`config.mk`:
```
export PLATFORM = sky130hd
export DESIGN_NAME = cmp_arbiter
export DESIGN_NICKNAME = d
export VERILOG_FILES = /design/src/rtl/cmp_arbiter.sv
export SDC_FILE = /design/constraint.sdc
export NUM_CORES = 1
export LEC_CHECK = 0
export ABC_CLOCK_PERIOD_IN_PS = 2000
export CORE_MARGIN = 3
export CORE_UTILIZATION = 35
export DETAILED_ROUTE_END_ITERATION = 12
export PLACE_DENSITY = 0.89
export SETUP_SLACK_MARGIN = 0.02
export SYNTH_ARGS = -nofsm -noshare
export SYNTH_HDL_FRONTEND = slang
export SYNTH_SLANG_ARGS = --single-unit
```
`constraint.sdc`:
```
create_clock -name clock -period 2 [get_ports clock]
set_input_delay 0.4 -clock clock [delete_from_list [all_inputs] [get_ports clock]]
set_output_delay 0.4 -clock clock [all_outputs]
set_load 0.1 [all_outputs]
```
`src/rtl/cmp_arbiter.sv`:
```
// Round-robin arbiter granting N_REQ requesters one at a time onto a shared comparator.
// Latency: result CMP_LAT+1 edges after the grant; the response is held until rsp_ready_i and blocks new grants.
module cmp_arbiter #(
    parameter int TOP_BW  = 32,
    parameter int N_REQ   = 4,
    parameter int CMP_LAT = 0
) (
    input  logic                       clock,
    input  logic                       resetn,
    input  logic [N_REQ-1:0]           req_valid_i,
    output logic [N_REQ-1:0]           req_ready_o,
    input  logic [N_REQ*TOP_BW-1:0]    req_opA_i,
    input  logic [N_REQ*TOP_BW-1:0]    req_opB_i,
    output logic [TOP_BW-1:0]          opA_o,
    output logic [TOP_BW-1:0]          opB_o,
    input  logic                       match_i,
    output logic                       rsp_valid_o,
    input  logic                       rsp_ready_i,
    output logic [$clog2(N_REQ)-1:0]   rsp_id_o,
    output logic                       rsp_match_o,
    output logic                       busy_o,
    output logic [15:0]                match_cnt_o
);

    localparam int IDW = $clog2(N_REQ);

    typedef enum logic [1:0] {
        S_IDLE = 2'd0,
        S_WAIT = 2'd1,
        S_RESP = 2'd2
    } state_e;

    state_e             state_q, state_d;
    logic [IDW-1:0]     last_grant_q, last_grant_d;
    logic [2:0]         cnt_q, cnt_d;
    logic [TOP_BW-1:0]  opa_q, opa_d;
    logic [TOP_BW-1:0]  opb_q, opb_d;
    logic [IDW-1:0]     rsp_id_q, rsp_id_d;
    logic               rsp_match_q, rsp_match_d;
    logic               rsp_valid_q, rsp_valid_d;
    logic [15:0]        match_cnt_q, match_cnt_d;

    logic [IDW-1:0]     winner;
    logic               any_vld;
    logic [N_REQ-1:0]   grant_oh;

    // Search starts just past the last grant so every requester gets a turn.
    always_comb begin
        winner  = '0;
        any_vld = 1'b0;
        for (int i = 0; i < N_REQ; i++) begin
            if (!any_vld && req_valid_i[(int'(last_grant_q) + 1 + i) % N_REQ]) begin
                any_vld = 1'b1;
                winner  = IDW'((int'(last_grant_q) + 1 + i) % N_REQ);
            end
        end
    end

    assign grant_oh = any_vld ? ({{(N_REQ-1){1'b0}}, 1'b1} << winner) : '0;

    // Gating with resetn keeps ready low while reset is held, even though state reads IDLE.
    assign req_ready_o = (resetn && state_q == S_IDLE) ? grant_oh : '0;
    assign busy_o      = (state_q != S_IDLE);
    assign opA_o       = opa_q;
    assign opB_o       = opb_q;
    assign rsp_id_o    = rsp_id_q;
    assign rsp_match_o = rsp_match_q;
    assign rsp_valid_o = rsp_valid_q;
    assign match_cnt_o = match_cnt_q;

    always_comb begin
        state_d      = state_q;
        last_grant_d = last_grant_q;
        cnt_d        = cnt_q;
        opa_d        = opa_q;
        opb_d        = opb_q;
        rsp_id_d     = rsp_id_q;
        rsp_match_d  = rsp_match_q;
        rsp_valid_d  = rsp_valid_q;
        match_cnt_d  = match_cnt_q;
        case (state_q)
            S_IDLE: begin
                if (any_vld) begin
                    opa_d        = req_opA_i[int'(winner)*TOP_BW +: TOP_BW];
                    opb_d        = req_opB_i[int'(winner)*TOP_BW +: TOP_BW];
                    rsp_id_d     = winner;
                    last_grant_d = winner;
                    cnt_d        = 3'(CMP_LAT);
                    state_d      = S_WAIT;
                end
            end
            S_WAIT: begin
                if (cnt_q != 3'd0) begin
                    cnt_d = cnt_q - 3'd1;
                end else begin
                    rsp_match_d = match_i;
                    rsp_valid_d = 1'b1;
                    state_d     = S_RESP;
                end
            end
            S_RESP: begin
                if (rsp_ready_i) begin
                    rsp_valid_d = 1'b0;
                    state_d     = S_IDLE;
                    if (rsp_match_q && match_cnt_q != 16'hFFFF) begin
                        match_cnt_d = match_cnt_q + 16'd1;
                    end
                end
            end
            default: state_d = S_IDLE;
        endcase
    end

    always_ff @(posedge clock or negedge resetn) begin
        if (!resetn) begin
            state_q      <= S_IDLE;
            last_grant_q <= IDW'(N_REQ - 1);
            cnt_q        <= 3'd0;
            opa_q        <= '0;
            opb_q        <= '0;
            rsp_id_q     <= '0;
            rsp_match_q  <= 1'b0;
            rsp_valid_q  <= 1'b0;
            match_cnt_q  <= 16'd0;
        end else begin
            state_q      <= state_d;
            last_grant_q <= last_grant_d;
            cnt_q        <= cnt_d;
            opa_q        <= opa_d;
            opb_q        <= opb_d;
            rsp_id_q     <= rsp_id_d;
            rsp_match_q  <= rsp_match_d;
            rsp_valid_q  <= rsp_valid_d;
            match_cnt_q  <= match_cnt_d;
        end
    end

endmodule

```
; ---- After elaboration in Yosys (flattened, before gate mapping)
; Cells that the tools add are included.
; W data, S select, Z words.
[classes]
addsub = 6
n_lt_le_gt_ge = 4
n_eq_ne = 7
n_shift = 3
mux = 32
bitwise = 5
n_reduce_logical = 23
[ops]
columns = op, n
row1 = $shiftx A128 B8 Y32, 2
row2 = $add A16 B1 Y16 const B, 1
row3 = $lt A3 B4 Y1 const B, 4
row4 = $ne A16 B16 Y1 const B, 1
row5 = $mux W1, 14
row6 = $mux W2, 7
row7 = $reduce_and A3 Y1, 4
row8 = $bmux W1 S2, 4
row9 = $mux W4, 2
row10 = $ne A2 B2 Y1 const B, 4
row11 = $reduce_or A2 Y1, 4
row12 = $mux W3, 2
row13 = $pmux W2 S3, 1
row14 = $pmux W3 S2, 1
row15 = $reduce_bool A2 Y1, 3
row16 = $logic_and A1 B1 Y1, 5
row17 = $add A2 B1 Y2 const B, 2
row18 = $add A2 B2 Y2 const B, 2
row19 = $and A1 B1 Y1 const A, 4
row20 = $reduce_and A2 Y1, 2
row21 = $shl A1 B2 Y4 const A, 1
row22 = $logic_not A1 Y1, 3
row23 = $reduce_bool A3 Y1, 1
row24 = $sub A3 B1 Y3 const B, 1
row25 = 5 further kinds, 5
[totals]
regBits = 91
input_bits = 264
out_inout_bits = 89
elab_cells = 89

; ---- Depth between registers and ports, before layout
[logic_depth]
ltp_word = 19
mapped_depth = 9
ltp_nobuf = 6

; ---- Worst setup path before layout
; OpenSTA, ideal clock, no wires.
[synth_path]
kind = register to output
start = register last_grant_q[1]
end = output port req_ready_o[0]
arrival_time_ns = 2.677
slack_ns = -1.077
path_stages_with_launch = 7
path_buffers = 2
cell_sequence = dfstp_2 > mux2i_1 > o22ai_1 > a21o_1 > buf_2 > buf_1 > nor2_1
[synth_via]
elab_chain_len = 17
word_cells_on_any_way = 33
cone_classes = add/sub: 4 / shift: 1 / mux: 22 / reduce/logical: 6
[synth_rtl]
columns = item, line_no
row1 = from (decl), 34  ; logic [IDW-1:0] last_grant_q, last_grant_d;
row2 = from (signal assigned), 117  ; last_grant_q <= IDW'(N_REQ - 1);
row3 = from (signal assigned), 127  ; last_grant_q <= last_grant_d;
row4 = $add A2 B1 Y2 (*), "52, 54"
row5 = branches (longest 14 deep; another with $add A2 B1 Y2), n/a
row6 = $mux W4 (*), 59  ; assign grant_oh = any_vld ? ({{(N_REQ-1){1'b0}}, 1'b1} << winner) : '0;
row7 = $mux W4 (*), 62  ; assign req_ready_o = (resetn && state_q == S_IDLE) ? grant_oh : '0;
row8 = to (decl), 11  ; output logic [N_REQ-1:0] req_ready_o,
; Mark *: on every way between the ends. The select of a mux whose other input is x is not followed.

; ---- Worst setup path in the final report
; Same ends and word-level chain as after synthesis.

==> parameters.txt <==
Parameter                              Value

Status
  Result of the run ... complete, but fails checks
  Failing checks ... negative setup slack

GRT
  Global routing met3 resource utilization ... 6.25%
  All-Layer GR Usage ... between 20% and 30%
  Met1 demand-to-capacity share in global routing ... 28.9%
  Via count of the first global-routing pass ... between 6000 and 7000
  Grt ovf ... 0
  Antenna violations before repair ... 1
  Pin count of the biggest net entering global routing ... 40
  Most Used Layer, Global Route ... met2
  First-pass GRT wire length ... about 36000 um
  Met2 routing resource usage after global routing ... between 40% and 50%

Drt
  First-pass detailed-route iteration total ... 5
  DRC violation count after routing ... 0
  Antenna-violating nets left ... 0
  Number of vias after detailed routing ... roughly 7000
  Total wirelength of the detailed-routed design ... approximately 27000 um
  Wire length per cell ... about 21 um
  Detailed router's first-iteration violation count ... slightly below 400
  Via density per instance ... between 5 and 6

Synthesis
  Synth warnings ... 0
  Number of flops mapped to enable cells by yosys ... 0
  Post-synthesis instance total ... between 600 and 700
  Flops & latches, synth ... 91
  Synth unique cells ... 44
  Dominant register cell in the synthesized netlist ... sky130_fd_sc_hd__dfrtp_1
  Share of async-settable or async-resettable flops after synthesis ... 100%
  Area of the mapped netlist ... about 6000 um^2
  Area share of and/or/nand/nor cells after synthesis ... 9.40%
  Xor/xnor share of the synthesized area ... about 2.0%
  Largest family of logic cells by synthesized area ... compound AO/OA/AOI/OAI gates
  Share of cell area taken by muxes after synthesis ... about 11%
  Mean instance size in the synthesized netlist ... between 9 and 10 um^2
  Post-synthesis net count ... 915
  Part of the Yosys area used for sequential elements ... approximately 38%
  Post-synthesis compound-gate area fraction ... 29.5%
  Post-Synth Adder-Cell Area ... less than 1%

Die
  Starting density of the core ... between 30 and 40%
  Floorplan die area ... 18800 um^2
  Die extent in x ... approximately 140 um
  Height of the die ... 137 um
  Standard-cell row count ... 47
  Placeable core region ... ~17000 um^2
  I/O pin total ... around 350

Clocking
  Clock buffer count from CTS ... 9
  Deepest level of the CTS H-tree ... 3
  Source-to-sink clock delay at the later pin of the worst-skew pair ... 0.34 ns
  CTS root buffer ... sky130_fd_sc_hd__clkbuf_16
  Maximum buffer depth of the clock tree ... 2
  CTS clock-pin slew for the worst setup and hold paths ... about 0.070 ns
  TritonCTS clock tree ... done
  Sinks on the clock net ... roughly 90

Placed design
  Total of buffers placed on input and output ports ... approximately 350
  RePlAce Congestion ... about 0.86
  Number of placed cells counting well taps ... between 1000 and 1500
  Worst slack, placed ... -0.620 ns
  HPWL after detailed placement ... 18400 um

STA
  Setup ws final ... -0.392 ns
  Final total negative setup slack ... -5.11 ns
  Relative slew slack ... 62.8%
  Largest clock skew in the final design ... 0.00987 ns
  Final max-slew violation count ... 0
  Number of setup violations in the final report ... 52
  Fmax ... around 0.42 GHz
  Final critical path time including I/O delays and setup ... 2.39 ns
  Post-route clock period utilization ... 120%
  Worst Max-Slew Pin Slew ... about 0.56 ns
  Hold Fails Final Rpt ... 0
  RSZ-0062 raised after global routing ... yes

Worst setup path
  Maximum fanout count along the critical path ... 5
  Ordered list of cells on the worst path ... and2_1, o32a_1, and2_4, nand3b_1, nor2_4, buf_12
  CP startpoint ... last_grant_q[1]
  Reg2Reg Launch Point ... last_grant_q[1]
  Setup CP Type ... flip-flop to output pin
  Stage delay of the slowest cell on the critical path ... 0.40 ns
  Count of cells along the worst register-to-register path ... 9
  Critical path required time ... between 1.5 and 2 ns
  Critical path data arrival time ... around 2.0 ns
  Startpoint type of the worst setup path ... flip-flop
  Capturing instance or port of the critical path ... req_ready_o[0]
  Worst reg2reg endpoint ... opA_o[24]
  CP endpoint kind ... output pin
  Slack of the worst reg-to-reg path ... -0.20 ns
  Cell with the largest stage delay on the worst path ... sky130_fd_sc_hd__dfstp_2

Final layout
  Area added between synthesis and finish ... 87.8%
  Non-filler instance count after layout ... 1255
  Storage element area ... ~2300 um^2
  Filler instances ... between 1000 and 1500
  Combined area of the multi-input logic cells ... approximately 3800 um^2
  Commonest non-fill, non-tap cells in the layout ... sky130_fd_sc_hd__clkdlybuf4s50_1, sky130_fd_sc_hd__buf_4, sky130_fd_sc_hd__a211oi_1
  Final design utilization ... 67.6%
  Net total in the final layout ... between 1000 and 1500
  Most common cell after layout, fill and taps aside ... sky130_fd_sc_hd__clkdlybuf4s50_1
  Fraction of final layout cells with drive strength greater than 1 ... about a third

Power
  Ratio of total power to cell area ... roughly 1700 nW/um^2
  Highest ir drop seen on vdd ... 1900 uV
  Reported leakage power ... between 0.004 and 0.005 uW

Run
  Max cap viols ... 0

Worst hold path
  Min-delay worst type ... input port to async pin
## repair_timing
| action | CTS | global route |
|---|---|---|
| hold buffers | 1 | 0 |
| buffers inserted | 4 | 15 |
| gates resized for setup | 9 | 136 |
| pin swaps | 5 | 40 |
| cloned | 1 | 4 |
| endpoints found under the setup margin | 69 | 72 |
| endpoints found under the hold margin | 3 | 0 |
## cells by family (layout without fill, tap and decap cells)
logic type,after synthesis,in the layout
other cells,0,1
buf+inv,132,518
simple gates,127,127
flops,91,91
fa+ha+maj,3,3
mux,67,67
compound gates,214,214
xor+xnor,14,14
## cell usage after synthesis (7+ instances only)
library cell,count,share of area [%]
sky130_fd_sc_hd__a211oi_1,154,19
sky130_fd_sc_hd__a211oi_2,38,7.9
sky130_fd_sc_hd__buf_1,9,0.56
sky130_fd_sc_hd__buf_2,21,1.7
sky130_fd_sc_hd__clkbuf_1,22,1.4
sky130_fd_sc_hd__dfrtp_1,89,37
sky130_fd_sc_hd__inv_1,74,4.6
sky130_fd_sc_hd__mux2i_1,65,11
sky130_fd_sc_hd__nand2_1,11,0.69
sky130_fd_sc_hd__nor2_1,83,5.2
sky130_fd_sc_hd__xnor2_1,7,1.0
sky130_fd_sc_hd__xor2_1,7,1.0
## cell type report
type | instances | share of cell area [%]
sequential | 91 | 20.5
timing repair buffer | 428 | 37.8
inverter | 74 | 2.46
clock buffer | 13 | 2.39
clock inverter | 3 | 0.609
multi-input combinational | 425 | 33.8
antenna | 1 | 0.0222
tap | 220 | 2.44
## sequential cells by signal (all words and copies together) (netlist names)
| name | count |
|---|---|
| cnt_q | 3 |
| last_grant_q | 2 |
| match_cnt_o | 16 |
| opA_o | 32 |
| opB_o | 32 |
| rsp_id_o | 2 |
| rsp_match_o | 1 |
| rsp_valid_o | 1 |
| state_q | 2 |
## how the worst min path moves through the flow
stage	endpoint	slack (ns)	cells past startpoint
floorplan	cnt_q[0]	0.10	0
global placement	opB_o[9]	0.23	1
detailed placement	opB_o[9]	0.24	1
CTS	opA_o[23]	0.11	2
global route	opA_o[23]	0.13	2
finish	opA_o[23]	0.12	2
## critical path: cells and delay by family (launching register included)
kind / cells / cell delay (ns)
compound gates: 1 / 0.30
buf+inv: 1 / 0.18
flops: 1 / 0.40
simple gates: 4 / 0.76
## power by group
part	total, uW	switching, uW	internal [uW]	leakage [uW]
registers	3210	523	2680	0.00102
logic	13700	9310	4410	0.00339
clock network	1950	747	1200	0.000166
## metrics by stage
step / power (uW) / hold slack [ns] / cell area (um^2)
5_1_grt: 19600 / 0.126 / 11300
3_5_place_dp: 15600 / 0.235 / 10000
2_1_floorplan: 12100 / 0.104 / 6140
6_report: 18900 / 0.117 / 11300
3_3_place_gp: 15300 / 0.234 / 10000
4_1_cts: 17700 / 0.106 / 10500
## per-layer routing
| metal | up-vias | part of all wire, % |
|---|---|---|
| met3 | 90 | 8.3 |
| met1 | 3340 | 36 |
| met4 | 0 | 4.5 |
| met2 | 370 | 51 |
| li1 | 3124 | - |
| met5 | - | 0 |
No activity file was read; power rests on OpenSTA's default activity.
